File: src/rtl/ccff_chain_loader_if.sv
// ----------------------------------------------------------------------------
// ccff_chain_loader_if
// Configuration-word stream between a bitstream source and the chain loader.
//   cfg_data  : configuration word, bit 0 is the first bit shifted into the chain
//   cfg_valid : cfg_data holds a word
//   cfg_ready : loader accepts the word on this cycle (cfg_valid & cfg_ready)
// Modports: master = bitstream source, slave = ccff_chain_loader.
// ----------------------------------------------------------------------------
interface ccff_chain_loader_if #(
  parameter int WORD_W = 8
);
  logic [WORD_W-1:0] cfg_data;
  logic              cfg_valid;
  logic              cfg_ready;

  modport master (
    output cfg_data,
    output cfg_valid,
    input  cfg_ready
  );

  modport slave (
    input  cfg_data,
    input  cfg_valid,
    output cfg_ready
  );
endinterface

File: src/rtl/ccff_chain_loader.sv
// ----------------------------------------------------------------------------
// ccff_chain_loader
// Serially programs one CB/SB configuration chain (ccff_head -> ccff_tail).
// Words arrive on a valid/ready stream, are serialised LSB first onto
// ccff_head, and ccff_shift_en gates the chain so it captures exactly
// CHAIN_LEN bits. Bits of the last word beyond CHAIN_LEN are discarded.
//
// Optional feature, macro CCFF_CHAIN_LOADER_VERIFY_EN:
//   after loading, the chain is recirculated for CHAIN_LEN cycles
//   (ccff_head follows ccff_tail) and a CRC-8 of the tail samples is
//   compared with a CRC-8 of the driven bits; a mismatch sets sticky error.
//   Without the macro there is no verify pass, error is 0, ccff_tail unused.
//
// Ports:
//   prog_clk      : programming clock, rising edge
//   prog_reset_n  : asynchronous active-low reset
//   start         : pulse, starts a load when idle
//   cfg           : configuration word stream (slave side)
//   ccff_head     : serial bit to chain head
//   ccff_shift_en : chain clock enable
//   ccff_tail     : chain tail (verify pass only)
//   busy          : load in progress
//   done          : one-cycle pulse at end of load
//   error         : sticky verify mismatch, cleared by next start
// ----------------------------------------------------------------------------
module ccff_chain_loader #(
  parameter int CHAIN_LEN = 12,
  parameter int WORD_W    = 8,
  parameter int CNT_W     = $clog2(CHAIN_LEN + 1)
) (
  input  logic                prog_clk,
  input  logic                prog_reset_n,
  input  logic                start,
  ccff_chain_loader_if.slave  cfg,
  output logic                ccff_head,
  output logic                ccff_shift_en,
  input  logic                ccff_tail,
  output logic                busy,
  output logic                done,
  output logic                error
);

  localparam int                IDX_W    = (WORD_W > 1) ? $clog2(WORD_W) : 1;
  localparam logic [IDX_W-1:0]  IDX_LAST = IDX_W'(WORD_W - 1);
  localparam logic [CNT_W-1:0]  CNT_LAST = CNT_W'(CHAIN_LEN);

`ifdef CCFF_CHAIN_LOADER_VERIFY_EN
  localparam logic [CNT_W-1:0]  CNT_VLAST = CNT_W'(CHAIN_LEN - 1);

  typedef enum logic [2:0] {
    ST_IDLE   = 3'd0,
    ST_FETCH  = 3'd1,
    ST_SHIFT  = 3'd2,
    ST_VERIFY = 3'd3,
    ST_DONE   = 3'd4
  } state_t;

  // CRC-8, polynomial x^8+x^2+x+1, one input bit per step
  function automatic logic [7:0] crc8_bit(input logic [7:0] crc, input logic din);
    logic fb;
    fb = crc[7] ^ din;
    return {crc[6:0], 1'b0} ^ (fb ? 8'h07 : 8'h00);
  endfunction
`else
  typedef enum logic [2:0] {
    ST_IDLE  = 3'd0,
    ST_FETCH = 3'd1,
    ST_SHIFT = 3'd2,
    ST_DONE  = 3'd3
  } state_t;
`endif

  state_t            state_r;
  logic [WORD_W-1:0] word_r;
  logic [IDX_W-1:0]  idx_r;
  logic [IDX_W-1:0]  idx_nxt_s;
  logic [CNT_W-1:0]  bit_cnt_r;
  logic              cfg_ready_r;
  logic              head_r;
  logic              shift_en_r;
  logic              busy_r;
  logic              done_r;
`ifdef CCFF_CHAIN_LOADER_VERIFY_EN
  logic [7:0]        crc_tx_r;
  logic [7:0]        crc_rx_r;
  logic              verify_r;
  logic              error_r;
`endif

  assign idx_nxt_s = idx_r + IDX_W'(1);

  // Sequencer: word fetch, bit serialisation, optional verify, done pulse
  always_ff @(posedge prog_clk or negedge prog_reset_n) begin
    if (!prog_reset_n) begin
      state_r     <= ST_IDLE;
      word_r      <= '0;
      idx_r       <= '0;
      bit_cnt_r   <= '0;
      cfg_ready_r <= 1'b0;
      head_r      <= 1'b0;
      shift_en_r  <= 1'b0;
      busy_r      <= 1'b0;
      done_r      <= 1'b0;
`ifdef CCFF_CHAIN_LOADER_VERIFY_EN
      crc_tx_r    <= 8'h00;
      crc_rx_r    <= 8'h00;
      verify_r    <= 1'b0;
      error_r     <= 1'b0;
`endif
    end else begin
      done_r <= 1'b0;
      case (state_r)
        ST_IDLE: begin
          if (start) begin
            state_r     <= ST_FETCH;
            busy_r      <= 1'b1;
            cfg_ready_r <= 1'b1;
            bit_cnt_r   <= '0;
`ifdef CCFF_CHAIN_LOADER_VERIFY_EN
            error_r     <= 1'b0;
            crc_tx_r    <= 8'h00;
            crc_rx_r    <= 8'h00;
`endif
          end
        end

        ST_FETCH: begin
          // The first bit of the new word goes out on the cycle after the handshake.
          if (cfg.cfg_valid && cfg_ready_r) begin
            state_r     <= ST_SHIFT;
            word_r      <= cfg.cfg_data;
            idx_r       <= '0;
            head_r      <= cfg.cfg_data[0];
            shift_en_r  <= 1'b1;
            cfg_ready_r <= 1'b0;
            bit_cnt_r   <= bit_cnt_r + CNT_W'(1);
          end
        end

        ST_SHIFT: begin
          // bit_cnt_r counts bits presented so far, including the one on head_r now.
`ifdef CCFF_CHAIN_LOADER_VERIFY_EN
          crc_tx_r <= crc8_bit(crc_tx_r, head_r);
`endif
          if (bit_cnt_r == CNT_LAST) begin
            head_r     <= 1'b0;
`ifdef CCFF_CHAIN_LOADER_VERIFY_EN
            // Keep shifting; the head now recirculates the tail.
            state_r    <= ST_VERIFY;
            verify_r   <= 1'b1;
            bit_cnt_r  <= '0;
`else
            state_r    <= ST_DONE;
            shift_en_r <= 1'b0;
            busy_r     <= 1'b0;
            done_r     <= 1'b1;
`endif
          end else if (idx_r == IDX_LAST) begin
            state_r     <= ST_FETCH;
            cfg_ready_r <= 1'b1;
            shift_en_r  <= 1'b0;
            head_r      <= 1'b0;
          end else begin
            idx_r     <= idx_nxt_s;
            head_r    <= word_r[idx_nxt_s];
            bit_cnt_r <= bit_cnt_r + CNT_W'(1);
          end
        end

`ifdef CCFF_CHAIN_LOADER_VERIFY_EN
        ST_VERIFY: begin
          crc_rx_r  <= crc8_bit(crc_rx_r, ccff_tail);
          bit_cnt_r <= bit_cnt_r + CNT_W'(1);
          if (bit_cnt_r == CNT_VLAST) begin
            state_r    <= ST_DONE;
            verify_r   <= 1'b0;
            shift_en_r <= 1'b0;
            busy_r     <= 1'b0;
            done_r     <= 1'b1;
            // Include the final tail sample in the comparison.
            error_r    <= (crc8_bit(crc_rx_r, ccff_tail) != crc_tx_r);
          end
        end
`endif

        ST_DONE: begin
          state_r <= ST_IDLE;
        end

        default: begin
          state_r     <= ST_IDLE;
          cfg_ready_r <= 1'b0;
          head_r      <= 1'b0;
          shift_en_r  <= 1'b0;
          busy_r      <= 1'b0;
        end
      endcase
    end
  end

  assign cfg.cfg_ready = cfg_ready_r;
  assign ccff_shift_en = shift_en_r;
  assign busy          = busy_r;
  assign done          = done_r;

`ifdef CCFF_CHAIN_LOADER_VERIFY_EN
  // During verify the tail must reach the head in the same cycle to preserve contents.
  assign ccff_head = verify_r ? ccff_tail : head_r;
  assign error     = error_r;
`else
  logic unused_tail_s;
  assign unused_tail_s = ccff_tail;
  assign ccff_head     = head_r;
  assign error         = 1'b0;
`endif

endmodule

File: src/flat_wrapper.sv
// flat-port wrapper written by rule: the top's interface ports become plain ports
module ccff_chain_loader_flat 
#(
  parameter int CHAIN_LEN = 12,
  parameter int WORD_W    = 8,
  parameter int CNT_W     = $clog2(CHAIN_LEN + 1)
)
  (prog_clk, prog_reset_n, start, ccff_head, ccff_shift_en, ccff_tail, busy, done, error, cfg_cfg_data, cfg_cfg_valid, cfg_cfg_ready);
  ccff_chain_loader_if #(.WORD_W(WORD_W)) cfg_i ();
  input  logic prog_clk;
  input  logic prog_reset_n;
  input  logic start;
  output logic ccff_head;
  output logic ccff_shift_en;
  input  logic ccff_tail;
  output logic busy;
  output logic done;
  output logic error;
  input wire logic [$bits(cfg_i.cfg_data)-1:0] cfg_cfg_data;
  input wire logic [$bits(cfg_i.cfg_valid)-1:0] cfg_cfg_valid;
  output wire logic [$bits(cfg_i.cfg_ready)-1:0] cfg_cfg_ready;
  assign cfg_i.cfg_data = cfg_cfg_data;
  assign cfg_i.cfg_valid = cfg_cfg_valid;
  assign cfg_cfg_ready = cfg_i.cfg_ready;
  ccff_chain_loader #(.CHAIN_LEN(CHAIN_LEN), .WORD_W(WORD_W), .CNT_W(CNT_W)) u_core (.prog_clk(prog_clk), .prog_reset_n(prog_reset_n), .start(start), .cfg(cfg_i), .ccff_head(ccff_head), .ccff_shift_en(ccff_shift_en), .ccff_tail(ccff_tail), .busy(busy), .done(done), .error(error));
endmodule
File: config.mk
export PLATFORM = sky130hd
export DESIGN_NAME = ccff_chain_loader_flat
export DESIGN_NICKNAME = d
export VERILOG_FILES = /design/src/rtl/ccff_chain_loader_if.sv /design/src/rtl/ccff_chain_loader.sv /design/src/flat_wrapper.sv
export SDC_FILE = /design/constraint.sdc
export NUM_CORES = 1
export LEC_CHECK = 0
export ABC_AREA = 0
export CAP_MARGIN = 15
export CORE_UTILIZATION = 48
export DETAILED_ROUTE_END_ITERATION = 7
export PLACE_DENSITY = 0.75
export SLEW_MARGIN = 20
export SYNTH_ARGS = -nofsm -noshare
export SYNTH_HDL_FRONTEND = slang
export SYNTH_SLANG_ARGS = --single-unit
File: constraint.sdc
create_clock -name prog_clk -period 1.76 [get_ports prog_clk]
set_input_delay 0.176 -clock prog_clk [delete_from_list [all_inputs] [get_ports prog_clk]]
set_output_delay 0.176 -clock prog_clk [all_outputs]
set_load 0.01 [all_outputs]
==> results.cfg, run 1 <==
[floorplan]
num_rows = 18
pin_count = 19
coreArea_mm2 = 0.00250
die_h_um = 53.5
die_width_um = 53.5
die_area_mm2 = 0.00286
start_util = 0.509

[yosys]
async_flop_share = 1.00
synth_compound_area_frac = 0.134
synth_top_area_cell = dfrtp_1
syn-num-nets = 134
synth-simple-area-share = 0.173
synth_common_cells = 22 x dfrtp_1, 10 x o21ai_0, 9 x mux2_2, 8 x ha_1, 7 x inv_1
synthCells = 113
yosysWarnings = 0
synth_area_leaders = dfrtp_1 43%, mux2_2 8.0%, ha_1 7.9%
synth_edf_count = 0
synth_fa_ha_area_frac = 0.0787
muxShareOfSynthArea = 0.130
synth_top_family_by_area = simple AND/OR/NAND/NOR gates
synth_most_common_cell = dfrtp_1
synth.distinct_cells = 38
syn_area_per_cell_um2 = 11.2
syn-cell-area_mm2 = 0.00127
synth-xor-area-share = 0
synth_top_area_frac = 0.433
synth_seq_cells = 22
synth_ff_type = dfrtp_1
ys_seq_area_frac = 0.433

[power]
power.leakage_nw = 0.699
clkPwrFrac = 0.139
irDropWorstVdd_v = 0.00130
pwr-share-comb = 0.544
power_frac_seq = 0.318
internal_power_mw = 1.75
p_per_area_mw_per_mm2 = 1770
p_sw_frac = 0.368
switchingPower_mw = 1.02
total_power_mw = 2.77

[placement]
hpwl_mm = 1.78
place_inst = 163
preCtsSetupSlack_ns = 0.0239
io_buffers = 16
place_area_mm2 = 0.00149
gp_congestion = 0.752

[setup_path]
worst-setup-path-type = flop to flop
crit_family = compound AO/OA/AOI/OAI gates
slowest_delay_ns = 0.43
worstPathRequired_ns = 1.96
start_kind = flop
cpMaxStageDelayCell = dfrtp_1
worstPathArrival_ns = 1.93
path_cells = inv_1 -> ha_2 -> a21bo_4 -> and3_4 -> a221o_1
endpoint_kind = flop
critPathMaxFanout = 7
path_buf_inv = 1

[sta]
drv_slew = 0
tns_ns = 0
setup-violations-final = 0
timing.final.crit_share = 0.978
skew_ns = 0.00278
fmax_ghz = 0.581
grt_setup_unrepaired = false
holdWs_ns = 0.196
hold_viol = 0
setup_slack_ns = 0.0379
post-route-min-period_ns = 1.72

[global_route]
grt_max_degree = 23
grt_usage = 0.190
antenna_found_initial = 0
grt_pass1_vias = 929
grt-ovfl-total = 0
grt_pass1_wl_mm = 3.86

[cells_and_area]
layout-drive-gt1-share = 0.254
design_area_mm2 = 0.00156
final_cells = 168
multiInputGateArea_um2 = 669
register_area_um2 = 551
num-nets-final = 160
areaGrowthSynthToFinish_pct = 23.0
insertedDiodeCount = 0
fin_util = 0.626
num-fill-cells = 190

[cts]
path_clk_slew_ns = 0.12
root_buffer = clkbuf_4
clock-sinks = 22
cts_buffer_depth = 2
cts.hold.buffers_added = 0
cts_buffers = 3
clk_latency_ns = 0.31
h-tree-depth = 1
cts_tree = done

[routing]
avgRoutedWirePerCell_um = 14.4
drt_iter0_drc = 19
vias = 951
ant_nets = 0
drcViolationCount = 0
dr.pass1.iters = 4
routed_wl_mm = 2.42
vias_per_cell = 5.66

[outcome]
status = completed

[run]
drv_cap = 0

[min_path]
min_path_type = input pin to asynchronous set/reset pin
-- registers in the layout, summed over array words and instances, names as in the netlist --
signal and count:
u_core.bit_cnt_r 4, u_core.busy 1, u_core.ccff_head 1, u_core.ccff_shift_en 1, u_core.cfg.cfg_ready 1, u_core.done 1
u_core.idx_r 3, u_core.state_r 2, u_core.word_r 8
-- worst register-to-register path, stage by stage (launching register included) --
cell and delay, ns:
dfrtp_1 0.43, inv_1 0.09, ha_2 0.24, a21bo_4 0.29, and3_4 0.21, a221o_1 0.35
-- kinds of logic (layout without fill, tap and decap cells) --
kind of cell | after synthesis | after routing
muxes | 14 | 14
DFF | 22 | 22
and+or+nand+nor | 33 | 33
other | 1 | 1
AOI/OAI and AO/OA | 24 | 24
buffers and inverters | 11 | 36
adders and majority gates | 8 | 8
-- layout by cell type (no fill, tap or decap), types with 2 or more instances in the layout --
cell	netlist	routed
dfrtp_1	22	22
clkdlybuf4s50_1	0	16
o21ai_0	10	10
mux2_2	9	9
buf_4	1	9
inv_1	7	7
nand2_1	6	6
nor2_1	5	5
nand3_1	4	4
a21oi_1	4	4
ha_2	0	4
ha_1	8	4
mux2i_1	3	3
nand3b_1	3	3
clkbuf_4	0	3
nand4_1	2	2
nand2b_1	2	2
nor3_1	2	2
nor2b_1	2	2
-- layout make-up --
class	count	share of cell area
tap	30	0.0240
clock buffer	3	0.0144
multi-input combinational	80	0.428
sequential	22	0.352
clock inverter	1	0.0192
timing repair buffer	25	0.146
inverter	7	0.0168
-- layer usage --
metal	global-route usage	share of wire	vias to the layer above	wire length (µm)
li1	-	-	455	-
met1	0.233	0.44	462	1070
met2	0.321	0.50	28	1220
met3	0.0546	0.043	6	105
met4	0.0526	0.013	0	32
met5	0	0	-	0
-- power groups by stage --
stage	sequential (mW)	combinational [mW]	clock, mW
floorplan	0.877	1.06	0
finish	0.881	1.51	0.384
CTS	0.878	1.48	0.400
global placement	0.870	1.41	0
detailed placement	0.888	1.48	0
global route	0.907	1.65	0.414
-- what timing repair did --
item                       4_1_cts  5_1_grt
resized for setup                0        4
setup endpoints to repair        0        6
buffers inserted                 0        1
-- path summary, 6_finish.rpt --
path | startpoint | cells after the start | slack (ns) | endpoint
max | u_core.state_r[1] | 5 | 0.04 | u_core.idx_r[2]
min | prog_reset_n | 2 | 0.20 | u_core.bit_cnt_r[0]
max reg2reg | u_core.state_r[1] | 5 | 0.04 | u_core.idx_r[2]
min reg2reg | u_core.ccff_shift_en | 1 | 0.50 | u_core.ccff_shift_en
max in group asynchronous | prog_reset_n | 2 | 1.35 | u_core.word_r[6]
min in group prog_clk | cfg_cfg_data[1] | 2 | 0.47 | u_core.word_r[1]
Power figures use the tool's default switching activity.
==> run 2, diff against run 1 <==
--- a/config.mk
+++ b/config.mk
@@ -9,7 +9,7 @@
 export CAP_MARGIN = 15
 export CORE_UTILIZATION = 48
 export DETAILED_ROUTE_END_ITERATION = 7
-export PLACE_DENSITY = 0.75
+export PLACE_DENSITY_LB_ADDON = 0.2
 export SLEW_MARGIN = 20
 export SYNTH_ARGS = -nofsm -noshare
 export SYNTH_HDL_FRONTEND = slang
==> run 2 against run 1 <==
Sequential power shrank 1%. Setup slack gained 0.029 ns. Global-route usage grew 1.2 points. Count of clock-buffer cells in the layout grew 1. Largest cell class unchanged. Largest power group unchanged.
==> results.cfg, run 2 (synthesized netlist as in run 1, its figures left out) <==
[floorplan]
start_util = 0.509
coreArea_mm2 = 0.00250
die_h_um = 53.5
die_width_um = 53.5
pin_count = 19
die_area_mm2 = 0.00286
num_rows = 18

[cells_and_area]
num-fill-cells = 201
final_cell_mix = 22 x dfrtp_1, 16 x clkdlybuf4s50_1, 13 x buf_4
top_regs = u_core.word_r: 8 flops, u_core.bit_cnt_r: 4 flops, u_core.idx_r: 3 flops
regMostFlops = u_core.word_r
layout-drive-gt1-share = 0.268
design_area_mm2 = 0.00159
insertedDiodeCount = 0
largest_reg_flops = 8
final_common_cell = dfrtp_1
num-nets-final = 164
areaGrowthSynthToFinish_pct = 25.1
fin_util = 0.636

[sta]
skew_ns = 0.00273
setup-violations-final = 0
fmax_ghz = 0.591
post-route-min-period_ns = 1.69
hold_viol = 0
setup_slack_ns = 0.0674
drv_slew = 0
timing.final.crit_share = 0.962

[routing]
drt_iter0_drc = 12
vias_per_cell = 5.51
routed_wl_mm = 2.45
ant_nets = 0
vias = 948
dr.pass1.iters = 4
drcViolationCount = 0
avgRoutedWirePerCell_um = 14.3

[cts]
path_clk_slew_ns = 0.12
root_buffer = clkbuf_4
clock-sinks = 22
cts_tree = done
clk_latency_ns = 0.30
cts_buffers = 3
cts.hold.buffers_added = 0
h-tree-depth = 1
cts_buffer_depth = 2

[setup_path]
worstPathArrival_ns = 1.91
worst-setup-path-type = flop to flop
worstPathRequired_ns = 1.97
start_kind = flop
endpoint_kind = flop
critPathMaxFanout = 7

[placement]
place_area_mm2 = 0.00152
gp_congestion = 0.827
hpwl_mm = 1.84
preCtsSetupSlack_ns = 0.0465
io_buffers = 16

[global_route]
grt_usage = 0.203
grt_pass1_vias = 926
grt-ovfl-total = 0
grt_pass1_wl_mm = 4.03
grt_max_degree = 23
antenna_found_initial = 0

[power]
irDropWorstVdd_v = 0.000963
power.leakage_nw = 0.725
p_per_area_mw_per_mm2 = 1740

[min_path]
min_path_type = input pin to asynchronous set/reset pin

[outcome]
status = completed

[run]
drv_cap = 0
run 2: cell types whose count changed in the layout (fill, tap and decap cells not counted):
cell       previous run  this run
o41ai_2               0         1
o21ai_0              10         9
clkbuf_8              0         1
ha_1                  4         6
ha_4                  0         1
o41ai_1               1         0
ha_2                  4         1
bufinv_16             1         0
o21ai_1               0         1
buf_4                 9        13
run 2: routing by layer:
| metal | global-route usage | up-vias | routed length (µm) |
|---|---|---|---|
| li1 | - | 461 | - |
| met1 | 0.226 | 464 | 1060 |
| met2 | 0.363 | 19 | 1290 |
| met3 | 0.0316 | 4 | 77 |
| met4 | 0.105 | 0 | 33 |
| met5 | 0 | - | 0 |
run 2: worst paths after layout:
check                                        to                 start  slack, ns  depth (start not counted)
min reg2reg                u_core.ccff_shift_en  u_core.ccff_shift_en       0.51                          1
min in group prog_clk          u_core.word_r[4]       cfg_cfg_data[4]       0.47                          2
max                         u_core.bit_cnt_r[3]     u_core.state_r[0]       0.07                          6
max in group asynchronous      u_core.word_r[0]          prog_reset_n       1.34                          2
min                                 u_core.done          prog_reset_n       0.19                          2
max reg2reg                 u_core.bit_cnt_r[3]     u_core.state_r[0]       0.07                          6
run 2: metrics by stage:
step / std cells / hold WS [ns] / power (mW) / setup TNS, ns
2_1_floorplan: 113 / -0.120 / 1.93 / 0
3_3_place_gp: 166 / 0.477 / 2.35 / 0
3_5_place_dp: 166 / 0.484 / 2.41 / 0
4_1_cts: 170 / 0.196 / 2.70 / 0
5_1_grt: 172 / 0.217 / 3.00 / -0.0151
6_report: 172 / 0.194 / 2.77 / 0
run 2: worst max-delay path, stage by stage, from the launching register on:
cell      delay [ns]
dfrtp_1         0.40
buf_4           0.15
ha_4            0.17
a21bo_4         0.24
nand3_4         0.08
or2_4           0.28
o311ai_2        0.28
run 2: cell type report:
class                      count  area [µm²]  share of cell area
multi-input combinational     80         682               0.429
inverter                       7        26.3              0.0165
timing repair buffer          29         258               0.162
clock buffer                   4        36.3              0.0228
sequential                    22         551               0.346
tap                           30        37.5              0.0236
run 2: what timing repair did:
item / in CTS / in global routing
setup buffers: 0 / 2
endpoints found under the setup margin: 0 / 8
gates resized for setup: 0 / 5
run 2: where the power goes:
group          internal (mW)  switching (mW)
combinational          0.873           0.750
sequential             0.722           0.148
clock                  0.126           0.150
==> run 3, diff against run 2 <==
--- a/config.mk
+++ b/config.mk
@@ -6,7 +6,6 @@
 export NUM_CORES = 1
 export LEC_CHECK = 0
 export ABC_AREA = 0
-export CAP_MARGIN = 15
 export CORE_UTILIZATION = 48
 export DETAILED_ROUTE_END_ITERATION = 7
 export PLACE_DENSITY_LB_ADDON = 0.2
==> results of run 3 <==
No change in the layout: final DEF, timing and power equal those of run 2.
